$ cat config.mk
export PLATFORM = sky130hd
export DESIGN_NAME = video_scanout
export DESIGN_NICKNAME = d
export VERILOG_FILES = /design/src/rtl/video_scanout.sv
export SDC_FILE = /design/constraint.sdc
export NUM_CORES = 1
export LEC_CHECK = 0
export CORE_MARGIN = 3
export CORE_UTILIZATION = 53
export CTS_CLUSTER_SIZE = 8
export DETAILED_ROUTE_END_ITERATION = 7
export GPL_ROUTABILITY_DRIVEN = 0
export HOLD_SLACK_MARGIN = 0.08
export PLACE_DENSITY = 0.78
export RECOVER_POWER = 50
export SYNTH_ARGS = -nofsm -noshare
export SYNTH_HDL_FRONTEND = slang
export SYNTH_SLANG_ARGS = --single-unit
$ cat constraint.sdc
create_clock -name clk -period 2.8 [get_ports clk]
set_clock_uncertainty 0.2 [all_clocks]
set_input_delay 0.42 -clock clk [delete_from_list [all_inputs] [get_ports clk]]
set_output_delay 0.42 -clock clk [all_outputs]
set_load 0.01 [all_outputs]
$ cat src/rtl/video_scanout.sv
// video_scanout: programmable video timing, banked VRAM fetch and pixel expansion.
// Fixed three-stage pipe from the S0 counters to the aligned rgb/sync outputs.
module video_scanout #(
  parameter int H_PIXELS      = 800,
  parameter int H_FRONT_PORCH = 48,
  parameter int H_SYNC        = 32,
  parameter int H_BACK_PORCH  = 80,
  parameter int V_PIXELS      = 600,
  parameter int V_FRONT_PORCH = 3,
  parameter int V_SYNC        = 4,
  parameter int V_BACK_PORCH  = 11,
  parameter int HSYNC_POL     = 1,
  parameter int VSYNC_POL     = 0,
  parameter int SCALE         = 1,
  parameter int NUM_BANKS     = 2,
  parameter int ADDR_W        = 10
) (
  input  logic                          clk,
  input  logic                          rst_n,
  input  logic                          page_sel,
  input  logic                          mode,
  output logic [NUM_BANKS*ADDR_W-1:0]   bank_addr,
  input  logic [NUM_BANKS*8-1:0]        bank_q,
  output logic                          page_active,
  output logic                          frame_start,
  output logic                          vblank,
  output logic                          hsync,
  output logic                          vsync,
  output logic                          draw_area,
  output logic [7:0]                    red,
  output logic [7:0]                    green,
  output logic [7:0]                    blue
);

  localparam int H_TOTAL = H_PIXELS + H_FRONT_PORCH + H_SYNC + H_BACK_PORCH;
  localparam int V_TOTAL = V_PIXELS + V_FRONT_PORCH + V_SYNC + V_BACK_PORCH;
  localparam int HW = $clog2(H_TOTAL + 1);
  localparam int VW = $clog2(V_TOTAL + 1);
  localparam int SRC_W = H_PIXELS / SCALE;
  localparam int SRC_PIX = SRC_W * (V_PIXELS / SCALE);
  localparam int PAGE_WORDS = (SRC_PIX + NUM_BANKS - 1) / NUM_BANKS;
  localparam int IDX_W = $clog2(SRC_PIX + 1);
  localparam int AF_W = (IDX_W + 1 > ADDR_W) ? IDX_W + 1 : ADDR_W;
  localparam int BK_SH = $clog2(NUM_BANKS);
  localparam int BK_W = (BK_SH > 0) ? BK_SH : 1;

  localparam logic HS_ON = 1'(HSYNC_POL);
  localparam logic VS_ON = 1'(VSYNC_POL);

  localparam logic [HW-1:0] H_ACT  = HW'(H_PIXELS);
  localparam logic [HW-1:0] H_SYN0 = HW'(H_PIXELS + H_FRONT_PORCH);
  localparam logic [HW-1:0] H_SYN1 = HW'(H_PIXELS + H_FRONT_PORCH + H_SYNC);
  localparam logic [HW-1:0] H_LAST = HW'(H_TOTAL - 1);
  localparam logic [HW-1:0] H_MSK  = HW'(SCALE - 1);
  localparam logic [VW-1:0] V_ACT  = VW'(V_PIXELS);
  localparam logic [VW-1:0] V_SYN0 = VW'(V_PIXELS + V_FRONT_PORCH);
  localparam logic [VW-1:0] V_SYN1 = VW'(V_PIXELS + V_FRONT_PORCH + V_SYNC);
  localparam logic [VW-1:0] V_LAST = VW'(V_TOTAL - 1);
  localparam logic [VW-1:0] V_MSK  = VW'(SCALE - 1);

  logic [HW-1:0]     r_h;
  logic [VW-1:0]     r_v;
  logic [IDX_W-1:0]  r_row;
  logic [IDX_W-1:0]  r_idx;
  logic              r_page;
  logic              r_mode;

  logic              w_h_last, w_v_last, w_act;
  logic              w_sx_step, w_sy_step;
  logic              w_hs, w_vs, w_vb, w_fs;
  logic [IDX_W-1:0]  w_row_nx;
  logic [ADDR_W-1:0] w_word;
  logic [BK_W-1:0]   w_bank;

  assign w_h_last  = r_h == H_LAST;
  assign w_v_last  = r_v == V_LAST;
  assign w_act     = (r_h < H_ACT) && (r_v < V_ACT);
  assign w_sx_step = ((r_h + 1'b1) & H_MSK) == '0;
  assign w_sy_step = ((r_v + 1'b1) & V_MSK) == '0;
  assign w_hs = (r_h >= H_SYN0 && r_h < H_SYN1) ? HS_ON : !HS_ON;
  assign w_vs = (r_v >= V_SYN0 && r_v < V_SYN1) ? VS_ON : !VS_ON;
  assign w_vb = r_v >= V_ACT;
  assign w_fs = (r_h == '0) && (r_v == '0);
  assign w_bank = BK_W'(r_idx & IDX_W'(NUM_BANKS - 1));
  assign w_word = ADDR_W'(AF_W'(r_idx >> BK_SH)
                  + (r_page ? AF_W'(PAGE_WORDS) : AF_W'(0)));

  // row base steps by one source row every SCALE lines, only inside the picture
  always_comb begin
    w_row_nx = r_row;
    if (w_v_last)
      w_row_nx = '0;
    else if (r_v < V_ACT && w_sy_step)
      w_row_nx = r_row + IDX_W'(SRC_W);
  end

  // mode has no reset value of its own: the frame after reset uses the input level
  always_ff @(posedge clk) begin
    if (!rst_n) begin
      r_h    <= '0;
      r_v    <= '0;
      r_row  <= '0;
      r_idx  <= '0;
      r_page <= 1'b0;
      r_mode <= mode;
    end else if (w_h_last) begin
      r_h   <= '0;
      r_v   <= w_v_last ? '0 : r_v + 1'b1;
      r_row <= w_row_nx;
      r_idx <= w_row_nx;
      if (w_v_last) begin
        r_page <= page_sel;
        r_mode <= mode;
      end
    end else begin
      r_h <= r_h + 1'b1;
      if (w_act && w_sx_step)
        r_idx <= r_idx + 1'b1;
    end
  end

  logic [BK_W-1:0] r_s1_bank, r_s2_bank;
  logic r_s1_act, r_s1_hs, r_s1_vs, r_s1_vb, r_s1_fs, r_s1_mode, r_s1_page;
  logic r_s2_act, r_s2_hs, r_s2_vs, r_s2_vb, r_s2_fs, r_s2_mode, r_s2_page;
  logic [7:0] w_q, w_r, w_g, w_b;

  assign w_q = bank_q[{r_s2_bank, 3'b000} +: 8];

  always_comb begin
    w_r = w_q;
    w_g = w_q;
    w_b = w_q;
    if (!r_s2_mode) begin
      w_r = {w_q[7:5], w_q[7:5], w_q[7:6]};
      w_g = {w_q[4:2], w_q[4:2], w_q[4:3]};
      w_b = {4{w_q[1:0]}};
    end
  end

  always_ff @(posedge clk) begin
    if (!rst_n) begin
      bank_addr   <= '0;
      r_s1_bank   <= '0;
      r_s1_act    <= 1'b0;
      r_s1_hs     <= !HS_ON;
      r_s1_vs     <= !VS_ON;
      r_s1_vb     <= 1'b0;
      r_s1_fs     <= 1'b0;
      r_s1_mode   <= 1'b0;
      r_s1_page   <= 1'b0;
      r_s2_bank   <= '0;
      r_s2_act    <= 1'b0;
      r_s2_hs     <= !HS_ON;
      r_s2_vs     <= !VS_ON;
      r_s2_vb     <= 1'b0;
      r_s2_fs     <= 1'b0;
      r_s2_mode   <= 1'b0;
      r_s2_page   <= 1'b0;
      page_active <= 1'b0;
      frame_start <= 1'b0;
      vblank      <= 1'b0;
      hsync       <= !HS_ON;
      vsync       <= !VS_ON;
      draw_area   <= 1'b0;
      red         <= '0;
      green       <= '0;
      blue        <= '0;
    end else begin
      if (w_act)
        bank_addr <= {NUM_BANKS{w_word}};
      r_s1_bank   <= w_bank;
      r_s1_act    <= w_act;
      r_s1_hs     <= w_hs;
      r_s1_vs     <= w_vs;
      r_s1_vb     <= w_vb;
      r_s1_fs     <= w_fs;
      r_s1_mode   <= r_mode;
      r_s1_page   <= r_page;
      r_s2_bank   <= r_s1_bank;
      r_s2_act    <= r_s1_act;
      r_s2_hs     <= r_s1_hs;
      r_s2_vs     <= r_s1_vs;
      r_s2_vb     <= r_s1_vb;
      r_s2_fs     <= r_s1_fs;
      r_s2_mode   <= r_s1_mode;
      r_s2_page   <= r_s1_page;
      page_active <= r_s2_page;
      frame_start <= r_s2_fs;
      vblank      <= r_s2_vb;
      hsync       <= r_s2_hs;
      vsync       <= r_s2_vs;
      draw_area   <= r_s2_act;
      red         <= r_s2_act ? w_r : 8'h00;
      green       <= r_s2_act ? w_g : 8'h00;
      blue        <= r_s2_act ? w_b : 8'h00;
    end
  end

endmodule

==> summary.txt <==
Timing
  • Period minus WS final: 2.49 ns
  • Slew @ Worst Pin: 0.783 ns
  • Hold_ws: 0.225 ns
  • Unrepaired setup endpoints after global routing: false
  • Fin. max-slew vios: 0
  • Final worst setup slack: between 0.3 and 0.4 ns
  • Final Hold Vio Count: 0
  • Endpoints failing setup: 0
  • Fin Setup TNS: 0 ns
  • Slew HR: a little under half
  • Ratio of final minimum period to clock period: between 80% and 90%
  • Max frequency: about 400 MHz

Yosys
  • Post-Synth Adder-Cell Area: 2.92%
  • Largest family of logic cells by synthesized area: simple AND/OR/NAND/NOR gates
  • Mux contribution to synthesized area: 2.19%
  • Yosys reg bits: 100
  • Warnings, synthesis: 0
  • Post-Syn Area: 0.00412 mm2
  • Main synth FF type: dfxtp_1
  • Post-Synth XOR/XNOR Area: around 5.7%
  • Yosys cell types: 50
  • Synth Area in Compound Gates: approximately an eighth
  • Syn avg cell area: slightly above 9 um2
  • Simple-gate portion of the synthesized area: 21.5%
  • Ys async rst share: 0%
  • Post-synth EDFFs: 1
  • Syn Nets: between 400 and 500
  • Mapped Cells: ~440
  • Sequential element share of the synthesized area: about half

Min path
  • Min-delay worst type: flop to flop

Finish
  • Post-layout util: 67.2%
  • Layout cells sized above 1: between 5 and 6%
  • Antenna Cells: 0
  • Synth-to-Final Area Change: 21.0%
  • Final net count: 528

GRT
  • Initial antenna violation count: 0
  • First-pass GRT wire length: around 14000 um
  • Gr ovfl total: 0
  • Largest net degree at the start of global routing: 41
  • Tot GR Track Use: about a fifth
  • Vias in the first global route: 2867

Floorplan
  • Core ar.: 0.00741 mm2
  • Rows: 31
  • I/O pins: 70
  • Initial Utilization: 55.6%
  • Chip height: between 90 and 100 um
  • Die Wd: 94.1 um
  • Die ar.: about 0.009 mm2

Clock network
  • Clock buffer depth: 2
  • Clk root buf: clkbuf_8
  • Num CTS Buffers: 9
  • Register clock-pin slew on the reported worst setup and hold paths: ~0.10 ns
  • Clock insertion delay at the later pin of the skew report: between 0.3 and 0.4 ns
  • Post-CTS setup buffers: 0
  • CTS hold repair buffers: 0
  • Number of H-tree levels: 3
  • Sink Count: 100
  • CTS tree: done
  • Resized cells post-CTS: 0

Detailed routing
  • WL/cell: about 14 um
  • Final wirelength: ~8600 um
  • Via density: between 5 and 6
  • DR vias: ~3200
  • Post-route ant nets: 0
  • DRC viols: 0
  • Drt first pass iters: 4
  • Iteration-0 DRC Markers: ~230

Worst setup path
  • Slowest CP cell: or4_4
  • CP Class: flop to flop
  • Startpoint Class: flop
  • Worst path cell trace: or4_1, or4_4, and2_1, and3_1, o22a_1
  • Slowest Stage Delay on Critical Path: roughly 0.6 ns
  • WP data required: approximately 2.9 ns
  • Worst setup EP type: flop
  • CP arrival: between 2 and 3 ns
  • CP max FO: 9

Run
  • Max Cap Violations: 0

Place
  • Port bufs: 69
  • DPL Wire Length: 6120 um
  • Place WS: 0.339 ns

Power and ir drop
  • Peak supply drop: about 0.27 mV
  • Leak pwr: 2.01 nW
  • Power Dens Cells: ~520 mW/mm2

Outcome
  • Outcome: complete, no violations
[cell usage after synthesis, drive strengths merged, types with 9 or more instances]
| library cell | count | share of area, % |
|---|---|---|
| dfxtp | 99 | 48 |
| nand2 | 52 | 4.7 |
| nor2 | 45 | 4.1 |
| and2 | 27 | 4.1 |
| clkbuf | 16 | 2.2 |
| a21oi | 15 | 1.8 |
| inv | 15 | 1.4 |
| nand3 | 15 | 1.8 |
| xor2 | 15 | 3.2 |
| buf | 14 | 2.8 |
| a21boi | 12 | 2.2 |
| xnor2 | 12 | 2.6 |
| mux2i | 9 | 2.2 |
| nand4 | 9 | 1.4 |
| nor3 | 9 | 1.1 |
[logic make-up (layout without fill, tap and decap cells)]
logic type | Yosys count | after routing
compound gates | 72 | 72
xor+xnor | 27 | 27
fa+ha+maj | 9 | 9
buf+inv | 45 | 106
flops | 100 | 100
mux | 9 | 9
simple gates | 181 | 181
[stage by stage]
step           power, mW  instance area (um2)  std cells
2_1_floorplan       1.58                 4120        443
3_3_place_gp        1.65                 4780        587
3_5_place_dp        1.66                 4780        587
4_1_cts             2.59                 4990        603
5_1_grt             2.66                 4980        603
6_report            2.57                 4980        603
[metal layers]
layer,global-route usage [%],share of wire [%],vias to the layer above,wire length (um)
met5,0,0,-,0
met4,8.54,1.8,0,157
met3,3.29,4.4,11,377
met2,32.0,49,78,4200
met1,27.0,45,1502,3900
li1,-,-,1617,-
[sequential cells by signal, indices dropped and copies added, names as in the netlist, 8 cells and up]
signal,count
bank_addr,10
blue,8
green,8
r_h,10
r_idx,11
r_row,11
r_v,10
red,8
[cell usage in the layout, fill, tap and decap left out, drive strengths merged, types with 12 or more instances in the layout]
master and instances:
and2 27, xnor2 12, dlygate4sd3 34, clkbuf 13, nand2 52, dfxtp 99
nand3 15, a21oi 15, inv 18, a21boi 12, clkdlybuf4s50 35, xor2 15
nor2 45
[critical path: cells and delay by family (launching register included)]
family,cells,cell delay [ns]
AOI/OAI and AO/OA,1,0.19
DFF,1,0.40
and+or+nand+nor,4,1.60
[path summary, 6_finish.rpt]
kind / to / slack, ns / depth (start not counted) / start
worst max register to register: r_idx[2] / 0.31 / 5 / r_v[2]
worst min register to register: r_s2_vs / 0.23 / 1 / r_s1_vs
worst max-delay path: r_idx[2] / 0.31 / 5 / r_v[2]
worst min-delay path: r_s2_vs / 0.23 / 1 / r_s1_vs
[power breakdown]
group | leakage, nW | switching, mW | internal, mW
Sequential | 0.813 | 0.0210 | 1.45
Combinational | 1.09 | 0.0680 | 0.0745
Clock | 0.108 | 0.500 | 0.453
Total | 2.01 | 0.589 | 1.98
[final cells by class]
| cell class | count | area (um2) |
|---|---|---|
| Multi-Input combinational cell | 298 | 1850 |
| Fill cell | 594 | 2430 |
| Inverter | 15 | 56.3 |
| Timing Repair Buffer | 75 | 729 |
| Tap cell | 99 | 124 |
| Clock buffer | 11 | 141 |
| Sequential cell | 100 | 2010 |
| Clock inverter | 5 | 67.6 |
Note: power is estimated with default switching activity, not from simulation.
